**config.mk**
```make
export PLATFORM = sky130hd
export DESIGN_NAME = frame_dump_ctrl
export DESIGN_NICKNAME = d
export VERILOG_FILES = /design/src/rtl/frame_dump_pkg.sv /design/src/rtl/trigger_debounce.sv /design/src/rtl/frame_dump_ctrl.sv
export SDC_FILE = /design/constraint.sdc
export NUM_CORES = 1
export LEC_CHECK = 0
export ABC_AREA = 1
export BUFFER_PORTS_ARGS = -buffer_cell sky130_fd_sc_hd__buf_4
export CAP_MARGIN = 5
export CORE_MARGIN = 3
export CORE_UTILIZATION = 40
export DETAILED_ROUTE_END_ITERATION = 10
export GPL_ROUTABILITY_DRIVEN = 0
export PLACE_DENSITY = 0.58
export SLEW_MARGIN = 20
export SYNTH_ARGS = -nofsm -noshare
export SYNTH_HDL_FRONTEND = slang
export SYNTH_HIERARCHICAL = 1
export SYNTH_SLANG_ARGS = --single-unit
```
**constraint.sdc**
```tcl
create_clock -name clock -period 4.5 [get_ports clock]
set_input_delay 0.45 -clock clock [delete_from_list [all_inputs] [get_ports clock]]
set_output_delay 0.45 -clock clock [all_outputs]
set_load 0.02 [all_outputs]
```
**src/rtl/frame_dump_pkg.sv**
```systemverilog
// frame_dump_pkg: shared state encoding, framing constants and byte helpers
// for the frame-dump controller.
package frame_dump_pkg;

  typedef enum logic [1:0] {
    IDLE  = 2'd0,
    HDR   = 2'd1,
    FETCH = 2'd2,
    SEND  = 2'd3
  } state_t;

  // Frame-start marker pair and the value pixels are clipped to so the
  // marker byte can never appear inside pixel data.
  localparam logic [7:0] SYNC0 = 8'hFF;
  localparam logic [7:0] SYNC1 = 8'h00;
  localparam logic [7:0] CLIP  = 8'hFE;

  // Header byte by position: sync pair followed by frame dimensions.
  function automatic logic [7:0] hdr_byte(input logic [1:0] idx,
                                          input logic [7:0] w,
                                          input logic [7:0] h);
    logic [7:0] b;
    case (idx)
      2'd0:    b = SYNC0;
      2'd1:    b = SYNC1;
      2'd2:    b = w;
      default: b = h;
    endcase
    return b;
  endfunction

  // Keep pixel data out of the sync marker's code space.
  function automatic logic [7:0] clip_pixel(input logic [7:0] d);
    return (d == SYNC0) ? CLIP : d;
  endfunction

endpackage

```
**src/rtl/trigger_debounce.sv**
```systemverilog
// trigger_debounce: registers the raw button level and accepts a press only
// after it has been low for DEBOUNCE consecutive cycles. The parent gates the
// accept with its IDLE state.
module trigger_debounce #(
  parameter int DEBOUNCE = 16383
) (
  input  logic clock,
  input  logic reset,
  input  logic start_i,
  output logic accept_o
);

  localparam int DW = (DEBOUNCE < 1) ? 1 : $clog2(DEBOUNCE + 1);
  localparam logic [DW-1:0] SAT = DW'(DEBOUNCE);

  logic          start_q;
  logic [DW-1:0] cnt_q, cnt_d;

  // Low-time counter: cleared while the registered level is high, saturates.
  always_comb begin
    cnt_d = cnt_q;
    if (start_q)
      cnt_d = '0;
    else if (cnt_q != SAT)
      cnt_d = cnt_q + 1'b1;
  end

  // Input register and counter state.
  always_ff @(posedge clock) begin
    if (reset) begin
      start_q <= 1'b0;
      cnt_q   <= '0;
    end else begin
      start_q <= start_i;
      cnt_q   <= cnt_d;
    end
  end

  // Counter still holds the pre-press low time on the first high cycle.
  assign accept_o = start_q && (cnt_q == SAT);

endmodule

```
**src/rtl/frame_dump_ctrl.sv**
```systemverilog
// frame_dump_ctrl: raster-scans a frame buffer read port and streams each
// pixel byte to a UART, paced by a post-busy holdoff.
// Optional framing header (FF,00,WIDTH,HEIGHT plus FF->FE pixel clipping)
// is compiled in when FRAME_DUMP_HEADER_EN is defined.
module frame_dump_ctrl
  import frame_dump_pkg::*;
#(
  parameter int WIDTH        = 40,
  parameter int HEIGHT       = 30,
  parameter int X_BITS       = 6,
  parameter int Y_BITS       = 5,
  parameter int READ_LATENCY = 1,
  parameter int HOLDOFF      = 8191,
  parameter int DEBOUNCE     = 16383
) (
  input  logic              clock,
  input  logic              reset,
  input  logic              start,
  input  logic              continuous,
  input  logic              abort,
  output logic [X_BITS-1:0] read_x,
  output logic [Y_BITS-1:0] read_y,
  input  logic [7:0]        read_data,
  input  logic              tx_busy,
  output logic              tx_write,
  output logic [7:0]        tx_data,
  output logic              active,
  output logic              frame_done
);

  localparam int HW = (HOLDOFF < 1) ? 1 : $clog2(HOLDOFF + 1);
  localparam logic [HW-1:0]     HOLD_SAT = HW'(HOLDOFF);
  localparam logic [X_BITS-1:0] X_LAST   = X_BITS'(WIDTH - 1);
  localparam logic [Y_BITS-1:0] Y_LAST   = Y_BITS'(HEIGHT - 1);
  localparam logic [2:0]        LAT_LAST = 3'(READ_LATENCY);
`ifdef FRAME_DUMP_HEADER_EN
  localparam state_t FIRST = HDR;
`else
  localparam state_t FIRST = FETCH;
`endif

  state_t            state_q;
  logic [X_BITS-1:0] x_q;
  logic [Y_BITS-1:0] y_q;
  logic [2:0]        lat_q;
  logic              tx_write_q, active_q, frame_done_q;
  logic [7:0]        tx_data_q;
  logic [HW-1:0]     hold_q, hold_d;
  logic              accept, ready, last_px;
`ifdef FRAME_DUMP_HEADER_EN
  logic [1:0]        hdr_idx_q;
`endif

  trigger_debounce #(.DEBOUNCE(DEBOUNCE)) u_trig (
    .clock    (clock),
    .reset    (reset),
    .start_i  (start),
    .accept_o (accept)
  );

  // Holdoff: idle time since the UART was last busy or last written.
  always_comb begin
    hold_d = hold_q;
    if (tx_busy || tx_write_q)
      hold_d = '0;
    else if (hold_q != HOLD_SAT)
      hold_d = hold_q + 1'b1;
  end

  // Holdoff counter state.
  always_ff @(posedge clock) begin
    if (reset) hold_q <= '0;
    else       hold_q <= hold_d;
  end

  assign ready   = (hold_q == HOLD_SAT) && !tx_busy && !tx_write_q;
  assign last_px = (x_q == X_LAST) && (y_q == Y_LAST);

  // Dump FSM with registered strobes; abort overrides every transition.
  always_ff @(posedge clock) begin
    if (reset) begin
      state_q      <= IDLE;
      x_q          <= '0;
      y_q          <= '0;
      lat_q        <= '0;
      tx_write_q   <= 1'b0;
      tx_data_q    <= '0;
      active_q     <= 1'b0;
      frame_done_q <= 1'b0;
`ifdef FRAME_DUMP_HEADER_EN
      hdr_idx_q    <= '0;
`endif
    end else begin
      tx_write_q   <= 1'b0;
      frame_done_q <= 1'b0;
      if (abort) begin
        state_q  <= IDLE;
        active_q <= 1'b0;
        x_q      <= '0;
        y_q      <= '0;
      end else begin
        case (state_q)
          IDLE: begin
            if (accept) begin
              x_q      <= '0;
              y_q      <= '0;
              lat_q    <= '0;
              active_q <= 1'b1;
              state_q  <= FIRST;
`ifdef FRAME_DUMP_HEADER_EN
              hdr_idx_q <= '0;
`endif
            end
          end
`ifdef FRAME_DUMP_HEADER_EN
          HDR: begin
            if (ready) begin
              tx_write_q <= 1'b1;
              tx_data_q  <= hdr_byte(hdr_idx_q, 8'(WIDTH), 8'(HEIGHT));
              hdr_idx_q  <= hdr_idx_q + 2'd1;
              if (hdr_idx_q == 2'd3) begin
                lat_q   <= '0;
                state_q <= FETCH;
              end
            end
          end
`endif
          FETCH: begin
            // Address has been stable since entry; data is valid once the
            // latency count has elapsed.
            if (lat_q == LAT_LAST) begin
`ifdef FRAME_DUMP_HEADER_EN
              tx_data_q <= clip_pixel(read_data);
`else
              tx_data_q <= read_data;
`endif
              state_q <= SEND;
            end else begin
              lat_q <= lat_q + 3'd1;
            end
          end
          SEND: begin
            if (ready) begin
              tx_write_q <= 1'b1;
              lat_q      <= '0;
              if (last_px) begin
                frame_done_q <= 1'b1;
                x_q          <= '0;
                y_q          <= '0;
                active_q     <= continuous;
                state_q      <= continuous ? FIRST : IDLE;
`ifdef FRAME_DUMP_HEADER_EN
                hdr_idx_q    <= '0;
`endif
              end else begin
                if (x_q == X_LAST) begin
                  x_q <= '0;
                  y_q <= y_q + 1'b1;
                end else begin
                  x_q <= x_q + 1'b1;
                end
                state_q <= FETCH;
              end
            end
          end
          default: state_q <= IDLE;
        endcase
      end
    end
  end

  assign read_x     = x_q;
  assign read_y     = y_q;
  assign tx_write   = tx_write_q;
  assign tx_data    = tx_data_q;
  assign active     = active_q;
  assign frame_done = frame_done_q;

endmodule

```
==> results of run 1 <==
-- area by class of cell --
cell class              count  area [sq um]
multi-input cells         277          1440
fillers                   675          3330
well taps                  77          96.3
repair buffers             35           263
clock buffers               7          86.3
clock inverters             1          8.76
flip-flops and latches     55          1100
inverters                  47           178
-- cell families (layout without fill, tap and decap cells) --
group / count (synthesis) / in the layout / share of synthesized area
flops: 55 / 55 / 0.401
simple gates: 210 / 210 / 0.356
compound gates: 48 / 48 / 0.0967
xor+xnor: 12 / 12 / 0.0383
fa+ha+maj: 7 / 7 / 0.0319
buf+inv: 50 / 90 / 0.0757
-- report_power, final --
part	internal (mW)	total [mW]	leakage, nW	switching (mW)
logic	0.0118	0.0270	0.861	0.0152
registers	0.489	0.492	0.444	0.00310
clock network	0.127	0.282	0.0484	0.156
-- registers in the layout (all words and copies together), names as in the netlist --
signal          flops
active              1
read_y              5
lat_q               3
frame_done          1
hold_q             13
u_trig/cnt_q       14
state_q             2
tx_write            1
read_x              6
tx_data             8
u_trig/start_q      1
-- placed cells by master, fill, tap and decap left out, types with 2 or more instances in the layout --
master	synthesis	routed
xnor2_1	9	9
nor3_4	2	2
dfxtp_1	55	55
inv_1	45	45
buf_4	0	35
clkbuf_8	0	6
or2_2	2	2
a21oi_1	17	17
nand4_1	12	12
nand3b_1	2	2
nor3b_1	2	2
xor2_1	3	3
nor3_1	7	7
o21bai_1	2	2
nand3_2	5	5
nand3_1	25	25
nor2_1	74	74
nand2_4	3	3
nand2_2	4	4
ha_1	7	7
a31oi_1	4	4
o21ai_0	19	19
nand2_1	70	70
-- Yosys cell counts (all sizes together) --
cell	count
a31oi	4
o211ai	1
or2	2
nor2	75
ha	7
nand3b	2
nand3	30
clkinv	1
dfxtp	55
a31o	1
nand4	12
nor4	1
xor2	3
buf	2
clkbuf	1
inv	46
a21oi	18
o21ai	20
o31ai	1
o21bai	2
xnor2	9
nor3	9
nand2	77
a211oi	1
nor3b	2
-- layer usage --
metal,track usage,vias to the layer above,wire length (microns)
li1,-,1316,-
met1,0.208,1063,2800
met2,0.223,34,2420
met3,0.0279,2,171
met4,0.0412,0,31
met5,0,-,0
-- metrics by stage --
stage / setup slack (ns) / utilization / std cells
3_5_place_dp: 2.38 / 0.473 / 491
2_1_floorplan: 2.68 / - / 382
6_report: 2.38 / 0.488 / 499
3_3_place_gp: 2.44 / 0.473 / 491
4_1_cts: 2.38 / 0.488 / 499
5_1_grt: 2.10 / 0.488 / 499
-- worst max-delay path by stage --
stage               cells after the start             from   endpoint
finish                                 10  u_trig/cnt_q[0]  read_y[4]
global route                           10  u_trig/cnt_q[0]  read_y[4]
floorplan                              11  u_trig/cnt_q[0]  read_y[3]
global placement                       10  u_trig/cnt_q[0]  read_y[4]
CTS                                    10  u_trig/cnt_q[0]  read_y[4]
detailed placement                     10  u_trig/cnt_q[0]  read_y[4]
-- worst max-delay path, delay by kind of cell, from the launching register on --
family                   cells  cell delay [ns]
AND/OR/NAND/NOR              8             1.30
flip-flops                   1             0.42
AO/OA/AOI/OAI                1             0.06
adder cells (fa/ha/maj)      1             0.22
==> flow_metrics.tcl, run 1 <==
set metrics [dict create \
    outcome "completed" \
    place_area_sq_um 3070 \
    critical_path.max_stage_delay_ns 0.42 \
    rows 29 \
    io_pins 36 \
    cp_max_fo 18 \
    grt-ovfl-total 0 \
    timing.critical_path.mode_cell "nand2_1" \
    rsz0062_at_grt "no" \
    powerDensity_nw_per_um2 253 \
    die_h_microns 88.8 \
    p_leak_nw 1.35 \
    die-area_sq_um 7890 \
    fin_nets 442 \
    whs_endpoint "u_trig/start_q" \
    grt_pass1_vias 2075 \
    ys_warn_count 6 \
    cts_resized 0 \
    post-route-period-util 0.471 \
    yosys.area.top_type "dfxtp_1" \
    synth_top_area_share 0.401 \
    reg2regPathDepth 10 \
    numCtsBuffers 5 \
    hpwlAfterDp_microns 4070 \
    drt-total-wl_microns 5430 \
    setup_tns_ns 0 \
    cp.arrival_ns 2.30 \
    yosys-top-cells-area "dfxtp_1 (40%), nor2_1 (10%), nand2_1 (9.6%)" \
    worstPathRequired_ns 4.68 \
    cts_tree "yes" \
    first_pass_iters 4 \
    fin_area_sq_um 3170 \
    initial_core_util 0.422 \
    synth-seq-cells 55 \
    slew_viol_final 0 \
    io_buffers 35 \
    cp-start-kind "register" \
    grt_pass1_wl_microns 9310 \
    setup_viol 0 \
    relSlewSlack 0.604 \
    track_usage 0.146 \
    grt_max_degree 19 \
    syn-instance-count 382 \
    finalClockSkew_ns 0.0133 \
    hold_slack_ns 0.351 \
    synth_fp_nets 403 \
    r2r-end "read_y[4]" \
    syn_area_sq_um 2740 \
    hold_class "in -> reg" \
    antenna_found_initial 0 \
    rr_startpoint "u_trig/cnt_q[0]" \
    seq_area_frac_synth 0.401 \
    min_path_cells 3 \
    cts_hold_buf 0 \
    drtIter0Drc 116 \
    core-area_sq_um 6490 \
    viasPerCell 4.84 \
    fmax_mhz 472 \
    ant_nets 0 \
    cts_buffer_depth 2 \
    chipWidth_microns 88.8 \
    htreeDepth 2 \
    tightest_slew_ns 0.592 \
    clk_pin_slew_ns 0.10 \
    end_kind "register" \
    synth_cell_types 34 \
    period_minus_slack_ns 2.12 \
    cp_slowest_cell "dfxtp_1" \
    drc_errors 0 \
    cts_sinks 55 \
    hold_violations 0 \
    cts_setup_buffers 0 \
    antennaDiodeCount 0 \
    via_count 2415 \
    drive_gt1_frac 0.149 \
    worstSetupPathType "reg -> reg" \
    clock_latency_ns 0.30 \
    finalPower_mw 0.802 \
    area_growth_pct 15.5 \
    drt-wirelength-per-cell_microns 10.9 \
    holdCritStartpoint "start" \
    ff2ff_setup_slack_ns 2.38 \
    cap_violations 0 \
    ir_drop_uv 162 \
    path_cells "ha_1, nand3_2, nor3_4, nand2_2, nor2_1, nand3_1, nand2_4, nand2_1, nand2_1, a21oi_1" \
    syn_area_per_cell_sq_um 7.18 \
    cts-root-buf "clkbuf_8" \
]
No activity file was read; power rests on OpenSTA's default activity.
==> run 2: changes to the inputs <==
==> constraint.sdc (replaced) <==
create_clock -name clock -period 2 [get_ports clock]
set_input_delay 0.2 -clock clock [delete_from_list [all_inputs] [get_ports clock]]
set_output_delay 0.2 -clock clock [all_outputs]
set_load 0.02 [all_outputs]
==> flow_metrics.tcl, run 2 (synthesis gave the netlist of run 1 again) <==
set metrics [dict create \
    outcome "completed" \
    p_leak_nw 1.38 \
    holdCritStartpoint "reset" \
    core-area_sq_um 6490 \
    cap_violations 0 \
    finalPower_mw 1.75 \
    rows 29 \
    final_common_cell "nor2_1" \
    powerDensity_nw_per_um2 544 \
    grt_max_degree 19 \
    setup_viol 0 \
    relSlewSlack 0.760 \
    sw_frac_of_total 0.220 \
    area_growth_pct 17.2 \
    combPwrFrac 0.037 \
    viasPerCell 4.90 \
    drtIter0Drc 90 \
    grt-ovfl-total 0 \
    ir_drop_uv 286 \
    drt-total-wl_microns 5770 \
    finalClockSkew_ns 0.00375 \
    track_usage 0.150 \
    path_cells "ha_2, nand3_2, nor3_4, nand2_2, nor2_2, nand3_2, nand2_4, nand2_1, nand2_1, a21oi_1" \
    cp.arrival_ns 2.05 \
    pwr-share-seq 0.633 \
    cp_slowest_cell "dfxtp_2" \
    numCtsBuffers 5 \
    grt_pass1_wl_microns 9440 \
    antenna_found_initial 0 \
    fmax_mhz 538 \
    worstPathRequired_ns 2.19 \
    rr_startpoint "u_trig/cnt_q[0]" \
    hold_class "in -> reg" \
    die-area_sq_um 7890 \
    tightest_slew_ns 0.356 \
    crit_path_start "u_trig/cnt_q[0]" \
    slew_viol_final 0 \
    initial_core_util 0.422 \
    drt-wirelength-per-cell_microns 11.4 \
    path_buf_inv 0 \
    ant_nets 0 \
    io_buffers 35 \
    clkPwrFrac 0.329 \
    crit_family "simple AND/OR/NAND/NOR gates" \
    clk_pin_slew_ns 0.09 \
    p_sw_mw 0.385 \
    layout_common_cells "nor2_1 (73), nand2_1 (70), dfxtp_1 (53)" \
    clock_latency_ns 0.30 \
    drive_gt1_frac 0.173 \
    via_count 2476 \
    cts_buffer_depth 2 \
    fill_cells 667 \
    p_int_mw 1.37 \
    period_minus_slack_ns 1.86 \
    largest_reg_flops 14 \
    worstSetupPathType "reg -> reg" \
    hpwlAfterDp_microns 4220 \
    hold_slack_ns 0.101 \
    hold_violations 0 \
    htreeDepth 2 \
    die_h_microns 88.8 \
    drc_errors 0 \
    cts_hold_buf 0 \
    io_pins 36 \
    regMostFlops "u_trig/cnt_q" \
    cp-start-kind "register" \
    setup_ws_ns 0.140 \
    fin_nets 450 \
    cts_tree "yes" \
    antennaDiodeCount 0 \
    cts_sinks 55 \
    cp_max_fo 9 \
    first_pass_iters 4 \
    post-route-period-util 0.930 \
    end_kind "register" \
    pre_cts_ws_ns 0.0499 \
    chipWidth_microns 88.8 \
    grt_pass1_vias 2130 \
    cts-root-buf "clkbuf_8" \
    critical_path.max_stage_delay_ns 0.38 \
]
## run 2: cell type report
cell class | count | area [sq um] | area share
Timing Repair Buffer | 42 | 315 | 0.0980
Inverter | 47 | 178 | 0.0552
Sequential cell | 55 | 1100 | 0.343
Clock buffer | 6 | 72.6 | 0.0226
Multi-Input combinational cell | 278 | 1450 | 0.451
Tap cell | 77 | 96.3 | 0.0299
## run 2: what timing repair did
item	4_1_cts	5_1_grt
buffers inserted	0	2
setup endpoints to repair	0	14
endpoints found under the hold margin	0	0
gates resized for setup	0	5
## run 2: metrics by stage
stage                     TNS [ns]   util  instances  area [sq um]
after detailed placement         0  0.479        496          3110
after CTS                        0  0.490        502          3180
final                            0  0.495        505          3220
after floorplan                  0      -        382          2740
after global routing       -0.0154  0.495        505          3220
after global placement           0  0.479        496          3110
## run 2: worst paths after layout
check	slack, ns	to	cells past startpoint
hold reg to reg	0.49	lat_q[1]	2
setup / recovery	0.14	read_y[4]	10
setup reg to reg	0.14	read_y[4]	10
hold / removal	0.10	lat_q[0]	2
## run 2: per-layer routing
| layer | share of wire | track usage |
|---|---|---|
| met1 | 0.50 | 0.207 |
| met2 | 0.46 | 0.233 |
| met3 | 0.035 | 0.0279 |
| met4 | 0.013 | 0.0577 |
| met5 | 0 | 0 |
## run 2: power groups by stage
stage	registers, mW	clock network [mW]	logic [mW]
6_report	1.11	0.577	0.0654
3_5_place_dp	1.13	0	0.0653
3_3_place_gp	1.13	0	0.0657
2_1_floorplan	1.13	0	0.0299
5_1_grt	1.11	0.638	0.0740
4_1_cts	1.11	0.603	0.0657
